==> config.mk <==
export PLATFORM = sky130hd
export DESIGN_NAME = cpu_step_sequencer
export DESIGN_NICKNAME = d
export VERILOG_FILES = /design/src/rtl/cpu_step_sequencer.sv
export SDC_FILE = /design/constraint.sdc
export NUM_CORES = 1
export LEC_CHECK = 0
export ABC_AREA = 1
export BUFFER_PORTS_ARGS = -buffer_cell sky130_fd_sc_hd__buf_2
export CAP_MARGIN = 15
export CORE_AREA = 5 5 70 72
export CTS_CLUSTER_SIZE = 8
export DETAILED_ROUTE_END_ITERATION = 12
export DIE_AREA = 0 0 75 77
export GPL_TIMING_DRIVEN = 0
export PLACE_DENSITY = 0.79
export SYNTH_ARGS = -nofsm -noshare
export SYNTH_HDL_FRONTEND = slang
export SYNTH_SLANG_ARGS = --single-unit
==> constraint.sdc <==
create_clock -name clk -period 3 [get_ports clk]
set_clock_uncertainty 0.2 [all_clocks]
set_input_delay 0.15 -clock clk [delete_from_list [all_inputs] [get_ports clk]]
set_output_delay 0.15 -clock clk [all_outputs]
set_load 0.01 [all_outputs]
==> src/rtl/cpu_step_sequencer.sv <==
// Run-control sequencer for the MIPS core: turns button pulses into a per-cycle
// processor clock enable (step / burst / run / stop) with PC breakpoint and cycle count.
module cpu_step_sequencer #(
  parameter int BURST_LEN = 16,
  parameter int CNT_W     = 16
) (
  input  logic             clk,
  input  logic             reset,
  input  logic             step_req,
  input  logic             burst_req,
  input  logic             run_req,
  input  logic             stop_req,
  input  logic             bp_en,
  input  logic [31:0]      bp_addr,
  input  logic [31:0]      pc,
  output logic             cpu_en,
  output logic [1:0]       mode,
  output logic [CNT_W-1:0] cycle_cnt,
  output logic             bp_hit
);

  localparam int BL_W = $clog2(BURST_LEN + 1);

  localparam logic [1:0] S_IDLE  = 2'b00;
  localparam logic [1:0] S_STEP  = 2'b01;
  localparam logic [1:0] S_RUN   = 2'b10;
  localparam logic [1:0] S_BURST = 2'b11;

  logic [1:0]       state_q, state_d;
  logic [BL_W-1:0]  burst_left_q, burst_left_d;
  logic             first_q, first_d;
  logic [CNT_W-1:0] cnt_q, cnt_d;
  logic             bp_hit_q, bp_hit_d;
  logic             bphit_now;

  // first masks the breakpoint for the opening cycle so a run can resume from bp_addr.
  always_comb begin
    bphit_now = bp_en & (pc == bp_addr) & ~first_q;
    cpu_en    = (state_q == S_STEP) |
                (((state_q == S_RUN) | (state_q == S_BURST)) & ~bphit_now);
  end

  always_comb begin
    state_d      = state_q;
    burst_left_d = burst_left_q;
    first_d      = first_q;
    bp_hit_d     = bp_hit_q;
    cnt_d        = cnt_q + CNT_W'(cpu_en);

    if (cpu_en) begin
      first_d = 1'b0;
    end

    case (state_q)
      S_IDLE: begin
        if (stop_req) begin
          state_d = S_IDLE;
        end else if (step_req) begin
          state_d  = S_STEP;
          first_d  = 1'b1;
          bp_hit_d = 1'b0;
        end else if (burst_req) begin
          state_d      = S_BURST;
          burst_left_d = BL_W'(BURST_LEN);
          first_d      = 1'b1;
          bp_hit_d     = 1'b0;
        end else if (run_req) begin
          state_d  = S_RUN;
          first_d  = 1'b1;
          bp_hit_d = 1'b0;
        end
      end
      S_STEP: begin
        state_d = S_IDLE;
      end
      S_RUN: begin
        if (bphit_now) begin
          state_d  = S_IDLE;
          bp_hit_d = 1'b1;
        end else if (stop_req) begin
          state_d = S_IDLE;
        end
      end
      default: begin
        if (cpu_en) begin
          burst_left_d = burst_left_q - BL_W'(1);
        end
        if (bphit_now) begin
          state_d  = S_IDLE;
          bp_hit_d = 1'b1;
        end else if (stop_req || (burst_left_q == BL_W'(1))) begin
          state_d = S_IDLE;
        end
      end
    endcase
  end

  always_ff @(posedge clk or posedge reset) begin
    if (reset) begin
      state_q      <= S_IDLE;
      burst_left_q <= '0;
      first_q      <= 1'b0;
      cnt_q        <= '0;
      bp_hit_q     <= 1'b0;
    end else begin
      state_q      <= state_d;
      burst_left_q <= burst_left_d;
      first_q      <= first_d;
      cnt_q        <= cnt_d;
      bp_hit_q     <= bp_hit_d;
    end
  end

  assign mode      = state_q;
  assign cycle_cnt = cnt_q;
  assign bp_hit    = bp_hit_q;

endmodule

==> metrics.csv, run 1 <==
metric,value,unit
outcome,"finished, final reports clean",
total_power,0.00151,W
synth_nets,358,
synth_warnings,0,
grt_pass1_wl,7020,µm
drc,0,
hp-class,in2reg,
clock.fmax,390,MHz
htreeDepth,1,
drtAntennaViolNets,0,
place_congestion,0.776,
slew_headroom,39.9,%
clockBufferDepth,2,
num_rows,24,
syn_to_final_growth,30.5,%
dieWidth,75,µm
power.internal,0.000859,W
yosysSeqAreaShare,32.7,%
cts_root_buf,clkbuf_8,
min_from,stop_req,
antenna_found_initial,0,
layout.nets,455,
ctsResizeCount,0,
worstRegToRegCells,12,
placedCellCount,422,
grt_overflow,0,
register_area,626,µm²
startpoint_type,flop,
powerDensity,605,mW/mm²
crit_path_start,mode[1]$_DFFE_PP0P_,
setup_violations,0,
drt_iter0_drc,46,
r2r_slack,0.44,ns
initial_core_util,45.2,%
port_buffers,90,
antennaDiodeCount,0,
viasPerCell,4.38,
dr.pass1.iters,4,
worst-path-max-fanout,5,
postCtsSetupBuffers,0,
cts_made_buffers,3,
clk_latency,0.26,ns
vdd_drop_max,0.573,mV
core_area,0.00423,mm²
crit_path_end,cycle_cnt[14]$_DFF_PP0_,
drv_cap,0,
hpwl,3620,µm
pwr-share-comb,50.5,%
pin_count,91,
synthCells,280,
swShare,43.2,%
r2r_end,cycle_cnt[14]$_DFF_PP0_,
synth_top_area_cell,dfrtp_1,
fp.dieH,77,µm
wl_met2,2260,µm
rr_startpoint,mode[1]$_DFFE_PP0P_,
drive_above_1_share,29.0,%
ys_ff_latch,25,
synthTopCellsByArea,"dfrtp_1 33%, nand2_1 16%, inv_1 12%",
grt_pass1_vias,1756,
multi_input_area,0.00105,mm²
p_clk_share,13.1,%
nFillCells,410,
yosysTopAreaCellShare,32.7,%
required,2.96,ns
wl_met1,1760,µm
drt-wirelength-per-cell,10.1,µm
fin_hold_ws,0.0265,ns
vias,1873,
switching_power,0.000653,W
synth_area_per_cell,6.84,µm²
p_leak,1.56,nW
setup_tns,0,ns
synth_cell_types,27,
timing.final.crit_share,85.5,%
syn_area,0.00192,mm²
grt_usage,14.7,%
p_seq_share,36.5,%
grt_max_degree,26,
clk_pin_slew,0.09,ns
routed_wl,4300,µm
dieArea,0.00578,mm²
dr_wl_met3,278,µm
worstMarginPinSlew,0.901,ns
layoutNonFillerInstCount,428,
clock-sinks,25,
layout_min_cycle_time,2.56,ns
cts_tree,done,
crit_type,reg2reg,
hold_viol,0,
worst_setup_path_end_kind,flop,
arrival,2.52,ns
maxSlewViolCount,0,
dr.max_layer_used,met3,
rsz0062_at_grt,false,
[worst max-delay path, cell delays in order (launching register included)]
cell	delay [ns]
dfrtp_1	0.43
inv_1	0.13
nand2_1	0.13
a21boi_0	0.16
inv_1	0.11
ha_1	0.19
ha_1	0.18
nand3_1	0.16
nor3_2	0.21
nand4_1	0.18
nor2_2	0.16
nand2_1	0.08
xnor2_1	0.13
[through the flow]
stage	setup WS, ns	util (%)	instance area, µm²
after CTS	0.438	59.0	2500
after floorplan	0.601	-	1920
final	0.436	59.0	2500
after global placement	0.486	57.4	2430
after detailed placement	0.435	57.4	2430
after global routing	0.256	59.0	2500
[power by group through the flow]
stage	clock [W]	combinational, W	sequential, W
after floorplan	0	0.000497	0.000576
after global placement	0	0.000745	0.000552
after detailed placement	0	0.000769	0.000554
after CTS	0.000206	0.000773	0.000551
after global routing	0.000224	0.000872	0.000565
final	0.000197	0.000763	0.000551
[state kept, by name, indices dropped and copies added, names as in the netlist]
name	flops
cycle_cnt	16
burst_left_q	5
mode	2
bp_hit	1
first_q	1
[layout by cell type, fill, tap and decap left out, types with 2 or more instances in the layout]
| cell type | count |
|---|---|
| nand2_2 | 3 |
| nand3_1 | 14 |
| nand2_1 | 84 |
| a31oi_1 | 2 |
| dfrtp_1 | 25 |
| xnor2_1 | 12 |
| nand3b_1 | 2 |
| nand4_1 | 4 |
| inv_1 | 61 |
| buf_2 | 91 |
| o21ai_0 | 10 |
| nor3_1 | 3 |
| nand3_2 | 2 |
| o21ai_1 | 2 |
| nor2_1 | 25 |
| ha_1 | 7 |
| xor2_1 | 12 |
| nor2_2 | 2 |
| clkbuf_8 | 3 |
| dlygate4sd3_1 | 2 |
[cell usage after synthesis]
library cell and instances:
buf_2 1, nand3_4 1, ha_1 7, xor2_1 12, a21boi_0 1, nor2_2 2, nor2_4 1, inv_2 1
o21ai_1 2, or2_2 1, dfrtp_1 25, nor3_1 3, nor2_1 25, inv_1 61, nor3_2 1, nand3_2 2
nand2_1 84, nor3_4 1, o21ai_0 10, nand2_2 3, nand3b_1 2, nand3_1 14, xnor2_1 12, nand3b_4 1
a31oi_1 2, a21o_1 1, nand4_1 4
[routing by layer]
metal,up-vias,global-route usage [%]
met1,806,17.1
met2,39,27.4
met5,-,0
met3,0,2.61
met4,0,2.49
li1,1028,-
[worst min-delay path by stage]
stage | end | slack (ns) | cells after the start
final | mode[0]$_DFFE_PP0P_ | 0.03 | 4
after global routing | mode[0]$_DFFE_PP0P_ | 0.06 | 4
after CTS | mode[0]$_DFFE_PP0P_ | 0.03 | 4
after detailed placement | cycle_cnt[15]$_DFF_PP0_ | 0.20 | 2
after global placement | cycle_cnt[15]$_DFF_PP0_ | 0.19 | 2
after floorplan | bp_hit$_DFFE_PP0P_ | -0.02 | 1
[what timing repair did]
item / CTS / global route
setup endpoints to repair: 0 / 0
hold buffers: 2 / 0
endpoints found under the hold margin: 26 / 0
[kinds of logic after synthesis]
| group | Yosys count | synth area share (%) |
|---|---|---|
| simple gates | 145 | 34.8 |
| buf+inv | 63 | 12.4 |
| flops | 25 | 32.7 |
| xor+xnor | 24 | 11.0 |
| compound gates | 16 | 4.57 |
| fa+ha+maj | 7 | 4.57 |
[final cells by class]
type / instances / area share, %
multi-input cells: 192 / 42.1
clock buffers: 3 / 1.65
flip-flops and latches: 25 / 25.0
plain buffers: 1 / 0.200
clock inverters: 1 / 0.300
inverters: 62 / 9.31
well taps: 52 / 2.60
repair buffers: 92 / 18.8
(Power assumes the default switching activity.)
==> run 2, diff against run 1 <==
--- a/config.mk
+++ b/config.mk
@@ -6,7 +6,7 @@
 export NUM_CORES = 1
 export LEC_CHECK = 0
 export ABC_AREA = 1
-export BUFFER_PORTS_ARGS = -buffer_cell sky130_fd_sc_hd__buf_2
+export BUFFER_PORTS_ARGS = -buffer_cell sky130_fd_sc_hd__clkbuf_2
 export CAP_MARGIN = 15
 export CORE_AREA = 5 5 70 72
 export CTS_CLUSTER_SIZE = 8
==> run 2 against run 1 <==
Against the previous run: utilization stayed put; setup slack better by 0.046 ns; critical endpoint unchanged; final cell count stayed put.
==> metrics.csv, run 2 (synthesis gave the netlist of run 1 again) <==
metric,value,unit
routed_wl,4230,µm
port_buffers,90,
drt-wirelength-per-cell,9.88,µm
grt_usage,14.9,%
drtAntennaViolNets,0,
vias,1882,
dr.pass1.iters,4,
grt_overflow,0,
grt_max_degree,26,
rsz0062_at_grt,false,
grt_pass1_wl,7040,µm
placedCellCount,422,
maxSlewViolCount,0,
worst-path-max-fanout,5,
clock-sinks,25,
p_leak,1.57,nW
outcome,"finished, final reports clean",
layout_common_cells,"90 x clkbuf_2, 84 x nand2_1, 61 x inv_1",
layout.nets,455,
setup_violations,0,
worstMarginPinSlew,0.914,ns
crit_path_start,mode[1]$_DFFE_PP0P_,
layoutNonFillerInstCount,428,
place_area,0.00243,mm²
antennaDiodeCount,0,
drive_above_1_share,29.0,%
antenna_found_initial,0,
drc,0,
required,2.96,ns
rr_startpoint,mode[1]$_DFFE_PP0P_,
worst_path_max_delay_cell,dfrtp_1,
grt_pass1_vias,1777,
crit_type,reg2reg,
grt_util_met3,2.35,%
crit_cells,12,
path_buf_inv,2,
cp_top_family,simple AND/OR/NAND/NOR gates,
pin_count,91,
num_rows,24,
r2r_slack,0.48,ns
htreeDepth,1,
cts_tree,done,
worst_setup_path_end_kind,flop,
drt_iter0_drc,23,
grt_busiest_layer,met2,
timing.final.crit_share,83.9,%
crit_path_end,cycle_cnt[14]$_DFF_PP0_,
vdd_drop_max,0.521,mV
clock.fmax,397,MHz
slew_headroom,39.0,%
setup_tns,0,ns
dieArea,0.00578,mm²
critPathMaxStageDelay,0.44,ns
layout_min_cycle_time,2.52,ns
clk_pin_slew,0.09,ns
powerDensity,601,mW/mm²
worstRegToRegCells,12,
layout_commonest_cell,clkbuf_2,
place_congestion,0.773,
hp-class,in2reg,
r2r_end,cycle_cnt[14]$_DFF_PP0_,
hold_viol,0,
crit_chain,inv_1 -> nand2_1 -> a21boi_0 -> inv_1 -> ha_1 -> ha_1 -> nand3_1 -> nor3_2 -> nand4_1 -> nor2_2 -> nand2_1 -> xnor2_1,
cts_made_buffers,3,
arrival,2.48,ns
drv_cap,0,
hpwl,3650,µm
clk_latency,0.26,ns
largest_reg_flops,16,
globalRouteMet1Util,17.5,%
fp.dieH,77,µm
ctsResizeCount,0,
final_util,59.0,%
syn_to_final_growth,30.5,%
met2_usage,27.5,%
initial_core_util,45.2,%
viasPerCell,4.40,
startpoint_type,flop,
design_area,0.00250,mm²
dieWidth,75,µm
cts_root_buf,clkbuf_8,
clockBufferDepth,2,
core_area,0.00423,mm²
[run 2: cell count changes in the layout (fill, tap and decap cells not counted), sizes merged]
| cell | before | now |
|---|---|---|
| buf | 91 | 1 |
| clkbuf | 3 | 93 |
[run 2: cell type report]
type	count	area (µm²)
multi-input combinational	192	1050
buffer	1	5.00
fill	398	1730
tap	52	65.1
timing repair buffer	92	470
clock buffer	3	41.3
sequential	25	626
clock inverter	1	7.51
inverter	62	233
[run 2: worst min-delay path by stage]
stage | startpoint | end | slack (ns) | depth (start not counted)
floorplan | reset | bp_hit$_DFFE_PP0P_ | -0.02 | 1
global placement | reset | cycle_cnt[15]$_DFF_PP0_ | 0.17 | 2
detailed placement | reset | cycle_cnt[15]$_DFF_PP0_ | 0.18 | 2
CTS | run_req | first_q$_DFF_PP0_ | 0.03 | 5
global route | stop_req | mode[0]$_DFFE_PP0P_ | 0.06 | 4
finish | run_req | first_q$_DFF_PP0_ | 0.03 | 5
[run 2: report_power, final]
| group | switching, W | internal, W |
|---|---|---|
| clock | 0.000105 | 0.0000939 |
| sequential | 0.000107 | 0.000445 |
| combinational | 0.000433 | 0.000319 |
[run 2: what timing repair did]
action                    4_1_cts  5_1_grt
hold buffers                    2        0
buffers inserted                0        0
hold endpoints to repair       26        0
[run 2: worst register-to-register path, stage by stage (launching register included)]
cell      delay, ns
dfrtp_1        0.44
inv_1          0.13
nand2_1        0.13
a21boi_0       0.15
inv_1          0.11
ha_1           0.19
ha_1           0.18
nand3_1        0.16
nor3_2         0.20
nand4_1        0.18
nor2_2         0.16
nand2_1        0.08
xnor2_1        0.12
[run 2: metrics by stage]
step	hold WS [ns]	total power (W)	setup WS (ns)
CTS	0.0292	0.00152	0.450
detailed placement	0.178	0.00132	0.463
floorplan	-0.0227	0.00107	0.601
global placement	0.175	0.00130	0.480
finish	0.0294	0.00150	0.482
global route	0.0600	0.00166	0.289
[run 2: routing by layer]
layer	up-vias	wire (µm)
met5	-	0
met4	0	19
met3	2	276
met2	41	2180
met1	810	1750
li1	1029	-
==> run 3, diff against run 2 <==
--- a/config.mk
+++ b/config.mk
@@ -8,12 +8,12 @@
 export ABC_AREA = 1
 export BUFFER_PORTS_ARGS = -buffer_cell sky130_fd_sc_hd__clkbuf_2
 export CAP_MARGIN = 15
-export CORE_AREA = 5 5 70 72
+export CORE_AREA = 5 5 74 76
 export CTS_CLUSTER_SIZE = 8
 export DETAILED_ROUTE_END_ITERATION = 12
-export DIE_AREA = 0 0 75 77
+export DIE_AREA = 0 0 79 81
 export GPL_TIMING_DRIVEN = 0
-export PLACE_DENSITY = 0.79
+export PLACE_DENSITY = 0.75
 export SYNTH_ARGS = -nofsm -noshare
 export SYNTH_HDL_FRONTEND = slang
 export SYNTH_SLANG_ARGS = --single-unit
==> constraint.sdc (replaced) <==
create_clock -name clk -period 2.2 [get_ports clk]
set_clock_uncertainty 0.2 [all_clocks]
set_input_delay 0.11 -clock clk [delete_from_list [all_inputs] [get_ports clk]]
set_output_delay 0.11 -clock clk [all_outputs]
set_load 0.01 [all_outputs]
==> run 3 against run 2 <==
Against the previous run: global-route usage rose by 1.0 points; wire length rose by 16%; setup slack got worse by 0.47 ns; sequential cell count did not move; largest cell class unchanged.
==> metrics.csv, run 3 (synthesis gave the netlist of run 1 again) <==
metric,value,unit
p_leak,1.68,nW
grt_usage,15.9,%
cts_made_buffers,3,
slew_headroom,38.3,%
syn_to_final_growth,43.5,%
worst_path_max_delay_cell,dfrtp_1,
hpwl,4040,µm
clk_pin_slew,0.08,ns
hold_depth,5,
holdPathEnd,first_q$_DFF_PP0_,
vias,2022,
vdd_drop_max,0.687,mV
clock.fmax,457,MHz
largest_reg_flops,16,
pin_count,91,
timing.final.crit_share,99.5,%
clock-sinks,25,
worst-path-max-fanout,3,
antenna_found_initial,0,
layout_common_cells,"90 x clkbuf_2, 75 x nand2_1, 58 x inv_1",
outcome,"finished, final reports clean",
clockBufferDepth,2,
drc,0,
viasPerCell,4.50,
min_from,run_req,
drt-wirelength-per-cell,11.0,µm
worst_setup_path_end_kind,flop,
rr_startpoint,first_q$_DFF_PP0_,
startpoint_type,flop,
drtAntennaViolNets,0,
htreeDepth,1,
cts_tree,done,
drive_above_1_share,37.0,%
grt_overflow,0,
fp.dieH,81,µm
dieArea,0.00640,mm²
powerDensity,835,mW/mm²
worstRegToRegCells,16,
port_buffers,90,
routed_wl,4930,µm
crit_type,reg2reg,
cts_root_buf,clkbuf_8,
hold_viol,0,
dieWidth,79,µm
dr.pass1.iters,4,
core_area,0.00466,mm²
grt_max_degree,26,
place_area,0.00248,mm²
grt_pass1_wl,8220,µm
arrival,2.14,ns
hp-class,in2reg,
drt_iter0_drc,22,
clk_latency,0.26,ns
num_rows,25,
crit_chain,inv_2 -> o21ai_2 -> nor2_1 -> nand2_1 -> nor2_2 -> nand3_2 -> a21boi_2 -> inv_2 -> ha_4 -> nand3_2 -> nand3b_4 -> nor2_4 -> nand2_4 -> nor3_4 -> buf_4 -> xor2_1,
layout_min_cycle_time,2.19,ns
grt_pass1_vias,1995,
layout_commonest_cell,clkbuf_2,
initial_core_util,41.1,%
antennaDiodeCount,0,
design_area,0.00275,mm²
final_util,59.0,%
required,2.15,ns
nFillCells,421,
worstMarginPinSlew,0.924,ns
r2r_slack,0.01,ns
rsz0062_at_grt,true,
layout.nets,474,
place_congestion,0.807,
drv_cap,0,
maxSlewViolCount,0,
r2r_end,cycle_cnt[11]$_DFF_PP0_,
setup_violations,0,
critPathMaxStageDelay,0.38,ns
==> run 3: cell types whose count changed in the layout (fill, tap and decap cells not counted), moves of 2 or more <==
cell,delta
buf_6,+2
ha_1,-2
inv_1,-3
inv_2,+3
nand2_1,-9
o21ai_0,-2
ha_4,+2
nand2_4,+3
buf_4,+16
nand2_2,+6
==> run 3: cell type report <==
type	instances	area, µm²	area share [%]
plain buffers	1	5.00	0.182
clock buffers	4	45.0	1.64
inverters	62	233	8.47
multi-input cells	192	1150	41.8
flip-flops and latches	25	627	22.8
well taps	54	67.6	2.46
repair buffers	111	623	22.7
==> run 3: metrics by stage <==
stage | setup slack [ns] | hold WS, ns | std cells | setup TNS, ns | power (W)
2_1_floorplan | -0.0838 | -0.0628 | 280 | -0.0838 | 0.00155
3_3_place_gp | -0.163 | 0.140 | 424 | -0.353 | 0.00187
3_5_place_dp | -0.227 | 0.144 | 424 | -0.711 | 0.00192
4_1_cts | -0.0644 | 0.0723 | 445 | -0.0644 | 0.00223
5_1_grt | -0.143 | 0.0918 | 449 | -1.49 | 0.00253
6_report | 0.0113 | 0.0721 | 449 | 0 | 0.00230
==> run 3: worst max path at each step <==
stage	from	end	slack, ns
after CTS	first_q$_DFF_PP0_	cycle_cnt[15]$_DFF_PP0_	-0.06
after detailed placement	mode[1]$_DFFE_PP0P_	cycle_cnt[14]$_DFF_PP0_	-0.23
after global placement	mode[1]$_DFFE_PP0P_	cycle_cnt[14]$_DFF_PP0_	-0.16
after floorplan	mode[1]$_DFFE_PP0P_	cycle_cnt[14]$_DFF_PP0_	-0.08
final	first_q$_DFF_PP0_	cycle_cnt[11]$_DFF_PP0_	0.01
after global routing	first_q$_DFF_PP0_	cycle_cnt[14]$_DFF_PP0_	-0.14
==> run 3: critical path, delay by kind of cell (launching register included) <==
kind | cells | cell delay (ns)
AOI/OAI and AO/OA | 2 | 0.19
adders and majority gates | 1 | 0.17
and+or+nand+nor | 9 | 0.75
buffers and inverters | 3 | 0.26
DFF | 1 | 0.38
xor gates and xnor gates | 1 | 0.13
==> run 3: where the power goes <==
part	internal (W)	switching, W
Combinational	0.000544	0.000706
Sequential	0.000608	0.000175
Clock	0.000129	0.000134
==> run 3: routing by layer <==
metal	vias up	track usage, %	part of all wire [%]
met5	-	0	0
met4	0	5.67	2.3
met3	13	2.11	3.3
met2	37	31.6	56
met1	904	17.1	38
li1	1068	-	-
==> run 3: what timing repair did <==
item / in CTS / in global routing
endpoints found under the hold margin: 28 / 0
endpoints found under the setup margin: 6 / 18
buffers inserted: 14 / 4
resized for setup: 4 / 15
pin swaps: 11 / 4
hold buffers: 3 / 0
